<file path="src/rtl/hkspi_responder.sv">
// hkspi_responder: housekeeping SPI responder (SPI mode 0). It turns serial frames of
// command / address / data bytes into byte-wide register write and read strobes.
// The SPI pins are asynchronous and are sampled through 2-flop synchronizers.
// Optional build macro HKSPI_NBYTE_EN: command bits [5:3] give a fixed data byte count
// (0 = stream). Without it those bits are ignored and every frame streams.

module hkspi_responder #(
  parameter logic DEFAULT_SDO_OE = 1'b0
) (
  input  logic       wb_clk_i,
  input  logic       wb_rst_i,
  input  logic       sck,
  input  logic       csb,
  input  logic       sdi,
  output logic       sdo,
  output logic       sdo_oe,
  output logic [7:0] reg_addr,
  output logic [7:0] reg_wdata,
  output logic       reg_we,
  output logic       reg_re,
  input  logic [7:0] reg_rdata,
  output logic       busy
);

  localparam logic [2:0] StIdle   = 3'd0;
  localparam logic [2:0] StCmd    = 3'd1;
  localparam logic [2:0] StAddr   = 3'd2;
  localparam logic [2:0] StData   = 3'd3;
  localparam logic [2:0] StIgnore = 3'd4;

  // Synchronizer taps: [0] metastable, [1] synchronized, [2] previous (edge detect)
  logic [2:0] sck_q, csb_q, vld_q;
  logic [1:0] sdi_q;

  logic [2:0] state_q, state_d;
  logic [2:0] bit_cnt_q, bit_cnt_d;
  logic [7:0] shin_q, shin_d;
  logic [7:0] shout_q, shout_d;
  logic       wr_q, wr_d, rd_q, rd_d;
  logic       inc_q, inc_d, cap_q, cap_d;
  logic       sdo_q, sdo_d, oe_q, oe_d;
  logic [7:0] addr_q, addr_d, wdata_q, wdata_d;
  logic       we_q, we_d, re_q, re_d;
`ifdef HKSPI_NBYTE_EN
  logic [2:0] nbyte_q, nbyte_d;
  logic [2:0] bcnt_q, bcnt_d;
`endif

  logic       sck_rise, sck_fall, csb_fall, csb_hi, sdi_s, byte_done;
  logic [7:0] byte_val, ld_src;

  // Synchronize the raw SPI pins into the wb_clk_i domain
  always_ff @(posedge wb_clk_i or posedge wb_rst_i) begin
    if (wb_rst_i) begin
      sck_q <= 3'b000;
      csb_q <= 3'b111;
      sdi_q <= 2'b00;
      vld_q <= 3'b000;
    end else begin
      sck_q <= {sck_q[1:0], sck};
      csb_q <= {csb_q[1:0], csb};
      sdi_q <= {sdi_q[0], sdi};
      vld_q <= {vld_q[1:0], 1'b1};
    end
  end

  assign sck_rise  = sck_q[1] & ~sck_q[2];
  assign sck_fall  = ~sck_q[1] & sck_q[2];
  // vld_q keeps a csb held low across reset from looking like a fresh frame start
  assign csb_fall  = ~csb_q[1] & csb_q[2] & vld_q[2];
  assign csb_hi    = csb_q[1];
  assign sdi_s     = sdi_q[1];
  assign byte_val  = {shin_q[6:0], sdi_s};
  assign byte_done = sck_rise && (bit_cnt_q == 3'd7);
  // Read data captured this cycle must be usable by a coincident sck fall
  assign ld_src    = cap_q ? reg_rdata : shout_q;

  // Frame decode, register strobes and serial output shifting
  always_comb begin
    state_d   = state_q;
    bit_cnt_d = bit_cnt_q;
    shin_d    = shin_q;
    shout_d   = ld_src;
    wr_d      = wr_q;
    rd_d      = rd_q;
    inc_d     = 1'b0;
    cap_d     = re_q;
    sdo_d     = sdo_q;
    oe_d      = oe_q;
    addr_d    = addr_q;
    wdata_d   = wdata_q;
    we_d      = 1'b0;
    re_d      = 1'b0;
`ifdef HKSPI_NBYTE_EN
    nbyte_d   = nbyte_q;
    bcnt_d    = bcnt_q;
`endif
    if (state_q == StIdle) begin
      if (csb_fall) begin
        state_d   = StCmd;
        bit_cnt_d = 3'd0;
      end
    end else if (csb_hi) begin
      // Abort wins over a coincident sck rise; a partial byte is dropped
      state_d   = StIdle;
      bit_cnt_d = 3'd0;
      oe_d      = 1'b0;
      sdo_d     = 1'b0;
      cap_d     = 1'b0;
    end else begin
      if (sck_rise && (state_q != StIgnore)) begin
        shin_d    = byte_val;
        bit_cnt_d = bit_cnt_q + 3'd1;
      end
      if (inc_q) begin
        addr_d = addr_q + 8'd1;
        re_d   = rd_q;
      end
      case (state_q)
        StCmd: begin
          if (byte_done) begin
            wr_d    = byte_val[7];
            rd_d    = byte_val[6];
            state_d = (byte_val[7:6] == 2'b00) ? StIgnore : StAddr;
`ifdef HKSPI_NBYTE_EN
            nbyte_d = byte_val[5:3];
            bcnt_d  = 3'd0;
`endif
          end
        end
        StAddr: begin
          if (byte_done) begin
            addr_d  = byte_val;
            re_d    = rd_q;
            state_d = StData;
          end
        end
        StData: begin
          if (byte_done) begin
            if (wr_q) begin
              wdata_d = byte_val;
              we_d    = 1'b1;
            end
            inc_d = 1'b1;
`ifdef HKSPI_NBYTE_EN
            bcnt_d = bcnt_q + 3'd1;
            if ((nbyte_q != 3'd0) && ((bcnt_q + 3'd1) == nbyte_q)) begin
              inc_d   = 1'b0;
              state_d = StIgnore;
            end
`endif
          end
          if (sck_fall && rd_q) begin
            oe_d    = 1'b1;
            sdo_d   = ld_src[7];
            shout_d = {ld_src[6:0], 1'b0};
          end
        end
        default: ;
      endcase
    end
  end

  // Control and datapath state
  always_ff @(posedge wb_clk_i or posedge wb_rst_i) begin
    if (wb_rst_i) begin
      state_q   <= StIdle;
      bit_cnt_q <= 3'd0;
      shin_q    <= 8'h00;
      shout_q   <= 8'h00;
      wr_q      <= 1'b0;
      rd_q      <= 1'b0;
      inc_q     <= 1'b0;
      cap_q     <= 1'b0;
      sdo_q     <= 1'b0;
      oe_q      <= 1'b0;
      addr_q    <= 8'h00;
      wdata_q   <= 8'h00;
      we_q      <= 1'b0;
      re_q      <= 1'b0;
`ifdef HKSPI_NBYTE_EN
      nbyte_q   <= 3'd0;
      bcnt_q    <= 3'd0;
`endif
    end else begin
      state_q   <= state_d;
      bit_cnt_q <= bit_cnt_d;
      shin_q    <= shin_d;
      shout_q   <= shout_d;
      wr_q      <= wr_d;
      rd_q      <= rd_d;
      inc_q     <= inc_d;
      cap_q     <= cap_d;
      sdo_q     <= sdo_d;
      oe_q      <= oe_d;
      addr_q    <= addr_d;
      wdata_q   <= wdata_d;
      we_q      <= we_d;
      re_q      <= re_d;
`ifdef HKSPI_NBYTE_EN
      nbyte_q   <= nbyte_d;
      bcnt_q    <= bcnt_d;
`endif
    end
  end

  assign sdo       = sdo_q;
  assign sdo_oe    = oe_q ? 1'b1 : DEFAULT_SDO_OE;
  assign reg_addr  = addr_q;
  assign reg_wdata = wdata_q;
  assign reg_we    = we_q;
  assign reg_re    = re_q;
  assign busy      = (state_q == StAddr) || (state_q == StData);

endmodule

</file>
<file path="config.mk">
export PLATFORM = sky130hd
export DESIGN_NAME = hkspi_responder
export DESIGN_NICKNAME = d
export VERILOG_FILES = /design/src/rtl/hkspi_responder.sv
export SDC_FILE = /design/constraint.sdc
export NUM_CORES = 1
export LEC_CHECK = 0
export CORE_MARGIN = 5
export CORE_UTILIZATION = 55
export DETAILED_ROUTE_END_ITERATION = 10
export GPL_ROUTABILITY_DRIVEN = 0
export PLACE_DENSITY = 0.8
export SETUP_SLACK_MARGIN = 0.1
export SLEW_MARGIN = 25
export SYNTH_ARGS = -nofsm -noshare
export SYNTH_HDL_FRONTEND = slang
export SYNTH_SLANG_ARGS = --single-unit
</file>
<file path="constraint.sdc">
create_clock -name wb_clk_i -period 3.6 [get_ports wb_clk_i]
set_clock_uncertainty 0.05 [all_clocks]
set_input_delay 0.9 -clock wb_clk_i [delete_from_list [all_inputs] [get_ports wb_clk_i]]
set_output_delay 0.9 -clock wb_clk_i [all_outputs]
set_load 0.01 [all_outputs]
</file>
Yosys cells after proc, flatten, opt, wreduce, memory -nomap -nowiden:

Index checks and enable logic that the tools add are counted.

* add/sub/neg operators: 2
* eq/ne operators: 8
* multiplexer cells: 42
* bitwise operators: 8
* reductions and logical operators: 17

Operators with widths (count)
* 8-bit two-way mux: 8
* 3-bit two-way mux: 10
* 1-bit two-way mux: 23
* 8-bit by 1-bit adder with 8-bit output, second input constant: 1
* 4-bit inequality test, second input constant: 2
* 4-bit AND reduction: 2
* 3-bit by 2-bit equality test with 1-bit output, second input constant: 2
* 3-bit one-hot mux with 2 select lines: 1
* 3-bit AND reduction: 2
* 5-bit AND reduction: 1
* 1-bit AND: 4
* 1-bit NOT: 4
* 2-bit AND reduction: 2
* 2-bit nonzero test: 2
* 4-bit nonzero test: 1
* 3-bit by 1-bit adder with 3-bit output, second input constant: 1
* 3-bit by 1-bit equality test with 1-bit output, second input constant: 1
* 3-bit equality test, second input constant: 1
* 1-bit logical AND: 3
* 3-bit logical NOT: 1
* 3-bit inequality test, second input constant: 1
* 3-bit nonzero test: 1
* 2-bit logical NOT: 1
* 2-bit inequality test, second input constant: 1
* 1-bit logical OR: 1

* register bits after elaboration: 56
* bits of input ports: 13
* output and inout port bits: 21
* logic and storage cells: 95

Longest topological paths before layout:

* depth in word-level cells: 7
* depth in mapped cells: 8
* depth with buffers taken out: 6

Worst setup path after synthesis:

No wires, ideal clock.

* kind: register to output
* from: reg state_q[1]
* to: out busy
* arrival: 0.845 ns
* required time: 2.650 ns
* path slack: 1.805 ns
* cell stages (with the launch flop): 3
* path buffers: 1
* cells stage by stage: dfrtp_1 clkbuf_1 nor2b_1

* word-level cells in the longest chain between the ends: 2
* elaborated cells on any way between the ends: 3
* those cells by class: eq/ne (2); reduce/logical (1)

Ends and longest elaborated chain
* start: declaration: RTL line 35 `logic [2:0] state_q, state_d;`
* start signal: assignment: RTL line 167 `state_q <= StIdle;`
* start signal: assignment: RTL line 186 `state_q <= state_d;`
* 3-bit by 2-bit equality test with 1-bit output: RTL line 213 `assign busy = (state_q == StAddr) || (state_q == StData);`
* 1-bit logical OR *: RTL line 213
* end: declaration: RTL line 22 `output logic busy`

Every way passes the cells marked *; elsewhere a longest branch is shown, timed or not.

Worst setup path after layout:

Same ends and word-level chain as after synthesis.

==> impl_metrics.env <==
export IMPL_wl_um=4410
export IMPL_antenna_found_initial=0
export IMPL_power_density_mw_per_mm2=370
export IMPL_crit_path_start_kind="flip-flop"
export IMPL_hold_path_class="flip-flop to flip-flop"
export IMPL_cp_end_kind="output pin"
export IMPL_period_share_pct=69.8
export IMPL_synth_xor_area_share_pct=0
export IMPL_fin_ws_ps=1090
export IMPL_die_h_um=76.0
export IMPL_placed_cells_incl_taps=281
export IMPL_arrival_ps=1560
export IMPL_layout_commonest_cell="dfrtp_1"
export IMPL_leakage_nw=1.36
export IMPL_drtIter0Drc=122
export IMPL_status="finished clean"
export IMPL_synth_edf_count=0
export IMPL_final_cell_mix="53 x dfrtp_1, 33 x clkdlybuf4s50_1, 27 x nand2_1, 18 x mux2i_1, 11 x mux2_2"
export IMPL_pre_cts_slack_ps=1430
export IMPL_yosysWarnings=0
export IMPL_core_area_mm2=0.00429
export IMPL_slew_viol_final=0
export IMPL_grt_util_all_layers_pct=16.9
export IMPL_synthTopCellsByArea="dfrtp_1 55%, mux2i_1 7.5%, mux2_2 5.2%, nand2_1 4.2%, dfstp_2 3.3%"
export IMPL_drt_wirelength_per_cell_um=15.3
export IMPL_drive_above_1_share_pct=13.1
export IMPL_synth_compound_area_share_pct=10.5
export IMPL_remaining_drc_errors=0
export IMPL_dr_pass1_iters=4
export IMPL_die_w_um=76.0
export IMPL_critical_path_class="flip-flop to output pin"
export IMPL_cts_buffers=5
export IMPL_synth_mux_area_share_pct=12.7
export IMPL_grt_pass1_wl_um=8000
export IMPL_rows=24
export IMPL_grt_pass1_vias=1633
export IMPL_maxCapViolations=0
export IMPL_required_ps=2650
export IMPL_synthSimpleGateAreaFrac_pct=13.8
export IMPL_synth_top_area_share_pct=55.3
export IMPL_final_cell_count_no_fill=289
export IMPL_h_tree_depth=2
export IMPL_ant_nets=0
export IMPL_netlist_instances=202
export IMPL_path_clk_slew_ps=90
export IMPL_pin_count=34
export IMPL_fin_setup_tns_ps=0
export IMPL_area_delta_synth_final_pct=19.1
export IMPL_ys_seq_area_share_pct=58.6
export IMPL_antenna_cells=0
export IMPL_yosys_register_bits=56
export IMPL_grt_max_degree=26
export IMPL_synth_cell_types=42
export IMPL_worst_pin_slew_ps=763
export IMPL_placed_cell_area_mm2=0.00276
export IMPL_avgViaCountPerCell=5.50
export IMPL_root_buffer="clkbuf_8"
export IMPL_cts_resized=0
export IMPL_fin_nets=252
export IMPL_hpwlAfterDp_um=3150
export IMPL_hold_ws_ps=305
export IMPL_p_total_mw=1.06
export IMPL_ys_flop_type="dfrtp_1"
export IMPL_postLayoutCoreUtil_pct=66.5
export IMPL_period_needed_ps=2510
export IMPL_async_reset_ff_share_pct=100
export IMPL_postLayoutCellArea_mm2=0.00286
export IMPL_slew_headroom_pct=48.9
export IMPL_synth_adder_area_share_pct=1.57
export IMPL_start_util_pct=55.8
export IMPL_dieArea_mm2=0.00578
export IMPL_finalSetupViolCount=0
export IMPL_max_freq_mhz=398
export IMPL_crit_fanout=12
export IMPL_syn_nets=218
export IMPL_syn_area_mm2=0.00240
export IMPL_post_cts_buffers=0
export IMPL_cts_tree="built"
export IMPL_hold_viol_final=0
export IMPL_avgSynthCellArea_um2=11.9
export IMPL_clock_sinks=56
export IMPL_rsz0062_at_grt="false"
export IMPL_synth_top_family_by_area="simple AND/OR/NAND/NOR gates"
export IMPL_yosysTopAreaCell="dfrtp_1"
export IMPL_peakVddDrop_v=0.000261
export IMPL_gr_total_overflow=0
export IMPL_num_vias=1590
export IMPL_hold_buffers=0
export IMPL_cts_buffer_depth=2
export IMPL_port_buffers=33
export IMPL_clk_latency_ps=300
cells by family (layout without fill, tap and decap cells):
group,count (synthesis),count (layout)
compound gates,36,36
fa+ha+maj,3,3
buf+inv,13,48
flops,56,56
mux,29,29
other cells,1,1
simple gates,64,64
cell type report:
cell class,count,area (µm²)
clock buffer,7,86.3
fill,350,1440
tap,52,65.1
multi-input combinational,133,927
timing repair buffer,35,345
inverter,5,18.8
clock inverter,1,7.51
sequential,56,1410
sequential cells by signal, indices dropped and copies added, names as in the netlist:
register   count
bit_cnt_q      3
cap_q          1
csb_q          3
inc_q          1
oe_q           1
rd_q           1
reg_addr       8
reg_re         1
reg_wdata      8
reg_we         1
sck_q          3
sdi_q          2
sdo            1
shin_q         7
shout_q        8
state_q        3
vld_q          3
wr_q           1
path summary, 6_finish.rpt:
check / from / end / slack, ps / cells past startpoint
setup / recovery: state_q[1] / busy / 1090 / 2
hold / removal: vld_q[1] / vld_q[2] / 310 / 0
setup reg to reg: state_q[1] / shout_q[5] / 1450 / 4
hold reg to reg: vld_q[1] / vld_q[2] / 310 / 0
max in group asynchronous: wb_rst_i / shout_q[0] / 2120 / 3
min in group asynchronous: wb_rst_i / sck_q[2] / 780 / 2
synthesized netlist by cell type (3+ instances only):
library cell  instances
a21oi_2               3
ha_1                  3
nand2_1              27
mux2i_1              18
a21oi_1               3
inv_1                 5
nor2b_1               4
o21a_1                3
clkbuf_1              5
nand3_1               3
o21ai_1               3
and2_1                3
dfstp_2               3
a2bb2oi_1             5
o21ai_0               5
o22ai_1               6
dfrtp_1              53
nor2_1                8
mux2_2               11
layer usage:
layer	routed length [µm]	track usage [%]	up-vias
li1	-	-	775
met2	2050	25.8	35
met5	0	0	-
met1	2100	23.4	773
met4	63	6.05	0
met3	201	4.26	7
power breakdown:
part           switching [mW]  leakage, nW  internal [mW]
sequential             0.0144        0.751          0.644
clock                   0.192       0.0445          0.157
combinational          0.0271        0.567         0.0221
total                   0.233         1.36          0.823
worst max-delay path: stages (launching register included):
cell,delay [ps]
dfrtp_1,550
nor2b_1,170
clkdlybuf4s50_1,540
No activity file was read; power rests on OpenSTA's default activity.
